`src/rtl/uart_pkg.sv`:
```
`default_nettype none
// ============================================================================
// Module      : uart_pkg
// Description : Shared state encoding and bit-timing constants for the UART RX.
// Revision    : 1.0 - initial release
// ============================================================================
package uart_pkg;

    typedef enum logic [2:0] {
        IDLE      = 3'd0,
        START     = 3'd1,
        DATA      = 3'd2,
        STOP      = 3'd3,
        WAIT_HIGH = 3'd4
    } rx_state_e;

    // 48 MHz HFOSC / 115200 baud
    localparam int CLKS_PER_BIT_DEFAULT = 417;
    localparam int CLKS_PER_BIT_SIM     = 16;

endpackage : uart_pkg
`default_nettype wire

```
`src/rtl/sync_2ff.sv`:
```
`default_nettype none
// ============================================================================
// Module      : sync_2ff
// Description : Two-flop synchroniser for asynchronous level inputs.
// Revision    : 1.0 - initial release
// ============================================================================
module sync_2ff #(
    parameter int               WIDTH     = 1,
    parameter logic [WIDTH-1:0] RESET_VAL = '0
) (
    input  logic             clk,
    input  logic             rst,
    input  logic [WIDTH-1:0] i_async,
    output logic [WIDTH-1:0] o_sync
);

    logic [WIDTH-1:0] meta_q;
    logic [WIDTH-1:0] sync_q;

    always_ff @(posedge clk or posedge rst) begin
        if (rst) begin
            meta_q <= RESET_VAL;
            sync_q <= RESET_VAL;
        end else begin
            meta_q <= i_async;
            sync_q <= meta_q;
        end
    end

    assign o_sync = sync_q;

endmodule : sync_2ff
`default_nettype wire

```
`src/rtl/uart_rx_stream.sv`:
```
`default_nettype none
// ============================================================================
// Module      : uart_rx_stream
// Description : 8N1 UART receiver delivering bytes over a valid/ready stream.
// Revision    : 1.0 - initial release
// ============================================================================
module uart_rx_stream
    import uart_pkg::*;
#(
    parameter int CLKS_PER_BIT = CLKS_PER_BIT_DEFAULT,
    parameter int HALF_BIT     = CLKS_PER_BIT / 2
) (
    input  logic       clk,
    input  logic       rst,
    input  logic       i_rx,
    output logic [7:0] o_data,
    output logic       o_valid,
    input  logic       i_ready,
    output logic       o_frame_err,
    output logic       o_overrun,
    output logic       o_busy
);

    localparam int               c_cnt_w    = $clog2(CLKS_PER_BIT);
    localparam logic [c_cnt_w-1:0] c_bit_last  = c_cnt_w'(CLKS_PER_BIT - 1);
    localparam logic [c_cnt_w-1:0] c_half_last = c_cnt_w'(HALF_BIT - 1);

    if (CLKS_PER_BIT < 4) begin : g_bad_clks_per_bit
        $error("uart_rx_stream: CLKS_PER_BIT must be at least 4");
    end

    logic               rx_s;
    rx_state_e          state_q,  state_d;
    logic [c_cnt_w-1:0] clkcnt_q, clkcnt_d;
    logic [2:0]         bitcnt_q, bitcnt_d;
    logic [7:0]         shift_q,  shift_d;
    logic [7:0]         data_q,   data_d;
    logic               valid_q,  valid_d;
    logic               ferr_q,   ferr_d;
    logic               ovr_q,    ovr_d;

    // Line idles high, so the synchroniser resets to 1 to avoid a false start.
    sync_2ff #(
        .WIDTH     (1),
        .RESET_VAL (1'b1)
    ) u_sync_rx (
        .clk     (clk),
        .rst     (rst),
        .i_async (i_rx),
        .o_sync  (rx_s)
    );

    always_ff @(posedge clk or posedge rst) begin
        if (rst) begin
            state_q  <= IDLE;
            clkcnt_q <= '0;
            bitcnt_q <= '0;
            shift_q  <= '0;
            data_q   <= '0;
            valid_q  <= 1'b0;
            ferr_q   <= 1'b0;
            ovr_q    <= 1'b0;
        end else begin
            state_q  <= state_d;
            clkcnt_q <= clkcnt_d;
            bitcnt_q <= bitcnt_d;
            shift_q  <= shift_d;
            data_q   <= data_d;
            valid_q  <= valid_d;
            ferr_q   <= ferr_d;
            ovr_q    <= ovr_d;
        end
    end

    always_comb begin
        state_d  = state_q;
        clkcnt_d = clkcnt_q;
        bitcnt_d = bitcnt_q;
        shift_d  = shift_q;
        data_d   = data_q;
        valid_d  = valid_q;
        ferr_d   = 1'b0;
        ovr_d    = 1'b0;

        if (valid_q && i_ready) begin
            valid_d = 1'b0;
        end

        unique case (state_q)
            IDLE: begin
                if (!rx_s) begin
                    state_d  = START;
                    clkcnt_d = '0;
                end
            end

            START: begin
                if (clkcnt_q == c_half_last) begin
                    clkcnt_d = '0;
                    bitcnt_d = '0;
                    state_d  = rx_s ? IDLE : DATA;
                end else begin
                    clkcnt_d = clkcnt_q + 1'b1;
                end
            end

            DATA: begin
                if (clkcnt_q == c_bit_last) begin
                    clkcnt_d = '0;
                    shift_d  = {rx_s, shift_q[7:1]};
                    if (bitcnt_q == 3'd7) begin
                        state_d = STOP;
                    end else begin
                        bitcnt_d = bitcnt_q + 3'd1;
                    end
                end else begin
                    clkcnt_d = clkcnt_q + 1'b1;
                end
            end

            STOP: begin
                if (clkcnt_q == c_bit_last) begin
                    clkcnt_d = '0;
                    if (rx_s) begin
                        state_d = IDLE;
                        // Holding register is free if empty or drained this cycle.
                        if (!valid_q || i_ready) begin
                            data_d  = shift_q;
                            valid_d = 1'b1;
                        end else begin
                            ovr_d = 1'b1;
                        end
                    end else begin
                        state_d = WAIT_HIGH;
                        ferr_d  = 1'b1;
                    end
                end else begin
                    clkcnt_d = clkcnt_q + 1'b1;
                end
            end

            WAIT_HIGH: begin
                if (rx_s) begin
                    state_d = IDLE;
                end
            end

            default: begin
                state_d  = IDLE;
                clkcnt_d = '0;
                bitcnt_d = '0;
            end
        endcase
    end

    assign o_data      = data_q;
    assign o_valid     = valid_q;
    assign o_frame_err = ferr_q;
    assign o_overrun   = ovr_q;
    assign o_busy      = (state_q != IDLE);

endmodule : uart_rx_stream
`default_nettype wire

```
`config.mk`:
```
export PLATFORM = sky130hd
export DESIGN_NAME = uart_rx_stream
export DESIGN_NICKNAME = d
export VERILOG_FILES = /design/src/rtl/uart_pkg.sv /design/src/rtl/sync_2ff.sv /design/src/rtl/uart_rx_stream.sv
export SDC_FILE = /design/constraint.sdc
export NUM_CORES = 1
export LEC_CHECK = 0
export BUFFER_PORTS_ARGS = -buffer_cell sky130_fd_sc_hd__buf_2
export CAP_MARGIN = 20
export CELL_PAD_IN_SITES_DETAIL_PLACEMENT = 0
export CELL_PAD_IN_SITES_GLOBAL_PLACEMENT = 1
export CORE_MARGIN = 2
export CORE_UTILIZATION = 29
export CTS_BUF_LIST = sky130_fd_sc_hd__clkbuf_4
export DETAILED_ROUTE_END_ITERATION = 16
export PLACE_DENSITY = 0.55
export SLEW_MARGIN = 30
export SYNTH_ARGS = -nofsm -noshare
export SYNTH_HDL_FRONTEND = slang
export SYNTH_SLANG_ARGS = --single-unit
```
`constraint.sdc`:
```
create_clock -name clk -period 4.95 [get_ports clk]
set_input_delay 0.7425 -clock clk [delete_from_list [all_inputs] [get_ports clk]]
set_output_delay 0.7425 -clock clk [all_outputs]
set_load 0.02 [all_outputs]
```
==> impl_metrics.json <==
{
  "seq_area_frac_synth": 0.5282,
  "crit_slowest_cell": "dfrtp_1",
  "hold_path.class": "reg -> reg",
  "antenna_left": 0,
  "cts_resized": 0,
  "clock-sinks": 36,
  "clk_transition_reported_paths_ns": 0.12,
  "hold_violations": 0,
  "drc": 0,
  "skew_ns": 0.009906,
  "critical_path.top_delay_family": "flip-flops",
  "n_antenna_cell": 0,
  "power.density_nw_per_um2": 263.8,
  "drt-total-wl_um": 3267,
  "io_buffers": 15,
  "first_iter_violations": 42,
  "first_global_vias": 1143,
  "cts_hold_buf": 0,
  "grt.overflow.total": 0,
  "crit_required_ns": 4.21,
  "worstSetupPathType": "reg -> out",
  "syn_to_final_growth_pct": 13.61,
  "async_flop_share": 1.000,
  "fin_hold_ws_ns": 0.3627,
  "fin_tns_setup_ns": 0,
  "synth_flop_cell": "dfrtp_1",
  "routed_via_density": 4.925,
  "postSynthCellCount": 150,
  "synth-edff-count": 0,
  "grt_start_max_net_pins": 37,
  "die_y_um": 80.80,
  "gp_congestion": 0.7442,
  "cp_max_fo": 12,
  "track_usage": 0.1154,
  "firstDrtPassIters": 4,
  "post-cts-setup-buffers": 0,
  "final.setup.worst_slack_ns": 2.760,
  "final_max_slew_viol_count": 0,
  "dpl_cell_area_um2": 1863,
  "fmax_ghz": 0.4565,
  "cts_buffers": 5,
  "antenna_found_initial": 0,
  "cp-start-kind": "flop",
  "final_common_cell": "dfrtp_1",
  "period_share": 0.4425,
  "cts_max_path_buffers": 2,
  "yosys_warnings": 0,
  "setup_viol": 0,
  "mostFrequentLayoutCells": "34 x dfrtp_1, 20 x mux2_2, 19 x nand2_1, 15 x buf_2, 11 x nor2_1",
  "place_hpwl_um": 2349,
  "worst-path-buf-inv": 1,
  "dieArea_um2": 6528,
  "cts_root_buf": "clkbuf_4",
  "worstPathCellList": "or3_1 -> buf_2",
  "start_util": 0.3050,
  "synth_seq_cells": 36,
  "synth_nets": 158,
  "placementRows": 27,
  "grt_pass1_wl_um": 5685,
  "period_minus_slack_ns": 2.190,
  "via_count": 1187,
  "pre_cts_slack_ns": 2.805,
  "ios": 16,
  "worstSetupEndpointType": "primary output",
  "cp.arrival_ns": 1.45,
  "status": "finished clean",
  "die_w_um": 80.80,
  "p_leak_nw": 0.9232,
  "cts_tree": "built",
  "syn_area_um2": 1710,
  "maxCapViolations": 0,
  "synth_cell_types": 38,
  "cpPeakStageDelay_ns": 0.54,
  "clk_latency_ns": 0.34,
  "relSlewSlack": 0.6507,
  "core-area_um2": 5608,
  "rsz0062_at_grt": "false",
  "finalNetCount": 176,
  "ir_worst_vdd_mv": 0.1926,
  "htree_num_levels": 2,
  "drive_above_1_share": 0.3195,
  "wl_per_cell_um": 13.56,
  "design_area_um2": 1943,
  "avgSynthCellArea_um2": 11.40,
  "worst_pin_slew_ns": 0.5240
}
## cell type report
cell class	count	area, um2
clock buffer	5	37.54
clock inverter	3	42.54
fill	593	3665
inverter	3	11.26
multi-input combinational	105	768.2
sequential	36	903.4
tap	72	90.09
timing repair buffer	17	90.09
## report_power, final
part           switching, mW  total (mW)  internal [mW]
clock                  0.103       0.208          0.105
sequential          0.000994       0.296          0.295
combinational        0.00630     0.00826        0.00197
total                  0.110       0.513          0.403
## metal layers
layer / vias up / share of wire / track usage
li1: 577 / - / -
met1: 576 / 0.46 / 0.1551
met2: 29 / 0.47 / 0.1767
met3: 5 / 0.050 / 0.03333
met4: 0 / 0.017 / 0.04407
met5: - / 0 / 0
## path summary, 6_finish.rpt
check / from / end / slack [ns] / cells after the start
worst min register to register: u_sync_rx.meta_q / u_sync_rx.o_sync / 0.36 / 0
worst max register to register: clkcnt_q[0] / bitcnt_q[2] / 2.78 / 5
worst min-delay path: u_sync_rx.meta_q / u_sync_rx.o_sync / 0.36 / 0
max in group asynchronous: rst / u_sync_rx.meta_q / 4.11 / 3
worst max-delay path: state_q[1] / o_busy / 2.76 / 2
min in group asynchronous: rst / o_data[1] / 0.48 / 3
## through the flow
step / total power [mW] / std cells / util
after floorplan: 0.3071 / 150 / -
after global placement: 0.3107 / 233 / 0.3322
after detailed placement: 0.3110 / 233 / 0.3322
after CTS: 0.5228 / 241 / 0.3465
after global routing: 0.5359 / 241 / 0.3465
final: 0.5126 / 241 / 0.3465
## cell families (layout without fill, tap and decap cells)
logic type                 count (synthesis)  after routing  share of synthesized area
AOI/OAI and AO/OA                         25             25                     0.1170
and+or+nand+nor                           56             56                     0.1712
muxes                                     20             20                     0.1317
adders and majority gates                  4              4                    0.02926
buffers and inverters                      9             28                    0.02267
DFF                                       36             36                     0.5282
## sequential cells by signal, summed over array words and instances (netlist names)
signal,count
clkcnt_q,9
o_data,8
shift_q,8
bitcnt_q,3
state_q,3
o_frame_err,1
o_overrun,1
o_valid,1
u_sync_rx.meta_q,1
u_sync_rx.o_sync,1
## cell usage after synthesis (2+ instances only)
| library cell | instances | share of area |
|---|---|---|
| dfrtp_1 | 34 | 0.50 |
| mux2_2 | 20 | 0.13 |
| nand2_1 | 19 | 0.042 |
| nor2_1 | 11 | 0.024 |
| buf_2 | 4 | 0.012 |
| ha_1 | 4 | 0.029 |
| o21ai_0 | 4 | 0.012 |
| o22ai_1 | 4 | 0.015 |
| and2_1 | 3 | 0.011 |
| inv_1 | 3 | 0.0066 |
| nand3_1 | 3 | 0.0088 |
| nor2b_1 | 3 | 0.011 |
| o211ai_1 | 3 | 0.013 |
| o21a_1 | 3 | 0.013 |
| and3_1 | 2 | 0.0073 |
| and4bb_2 | 2 | 0.015 |
| dfstp_2 | 2 | 0.031 |
| nand2b_1 | 2 | 0.0073 |
| nor3_1 | 2 | 0.0059 |
| nor4_1 | 2 | 0.0073 |
| o31ai_1 | 2 | 0.0088 |
| or3_1 | 2 | 0.0073 |
(Power assumes the default switching activity.)
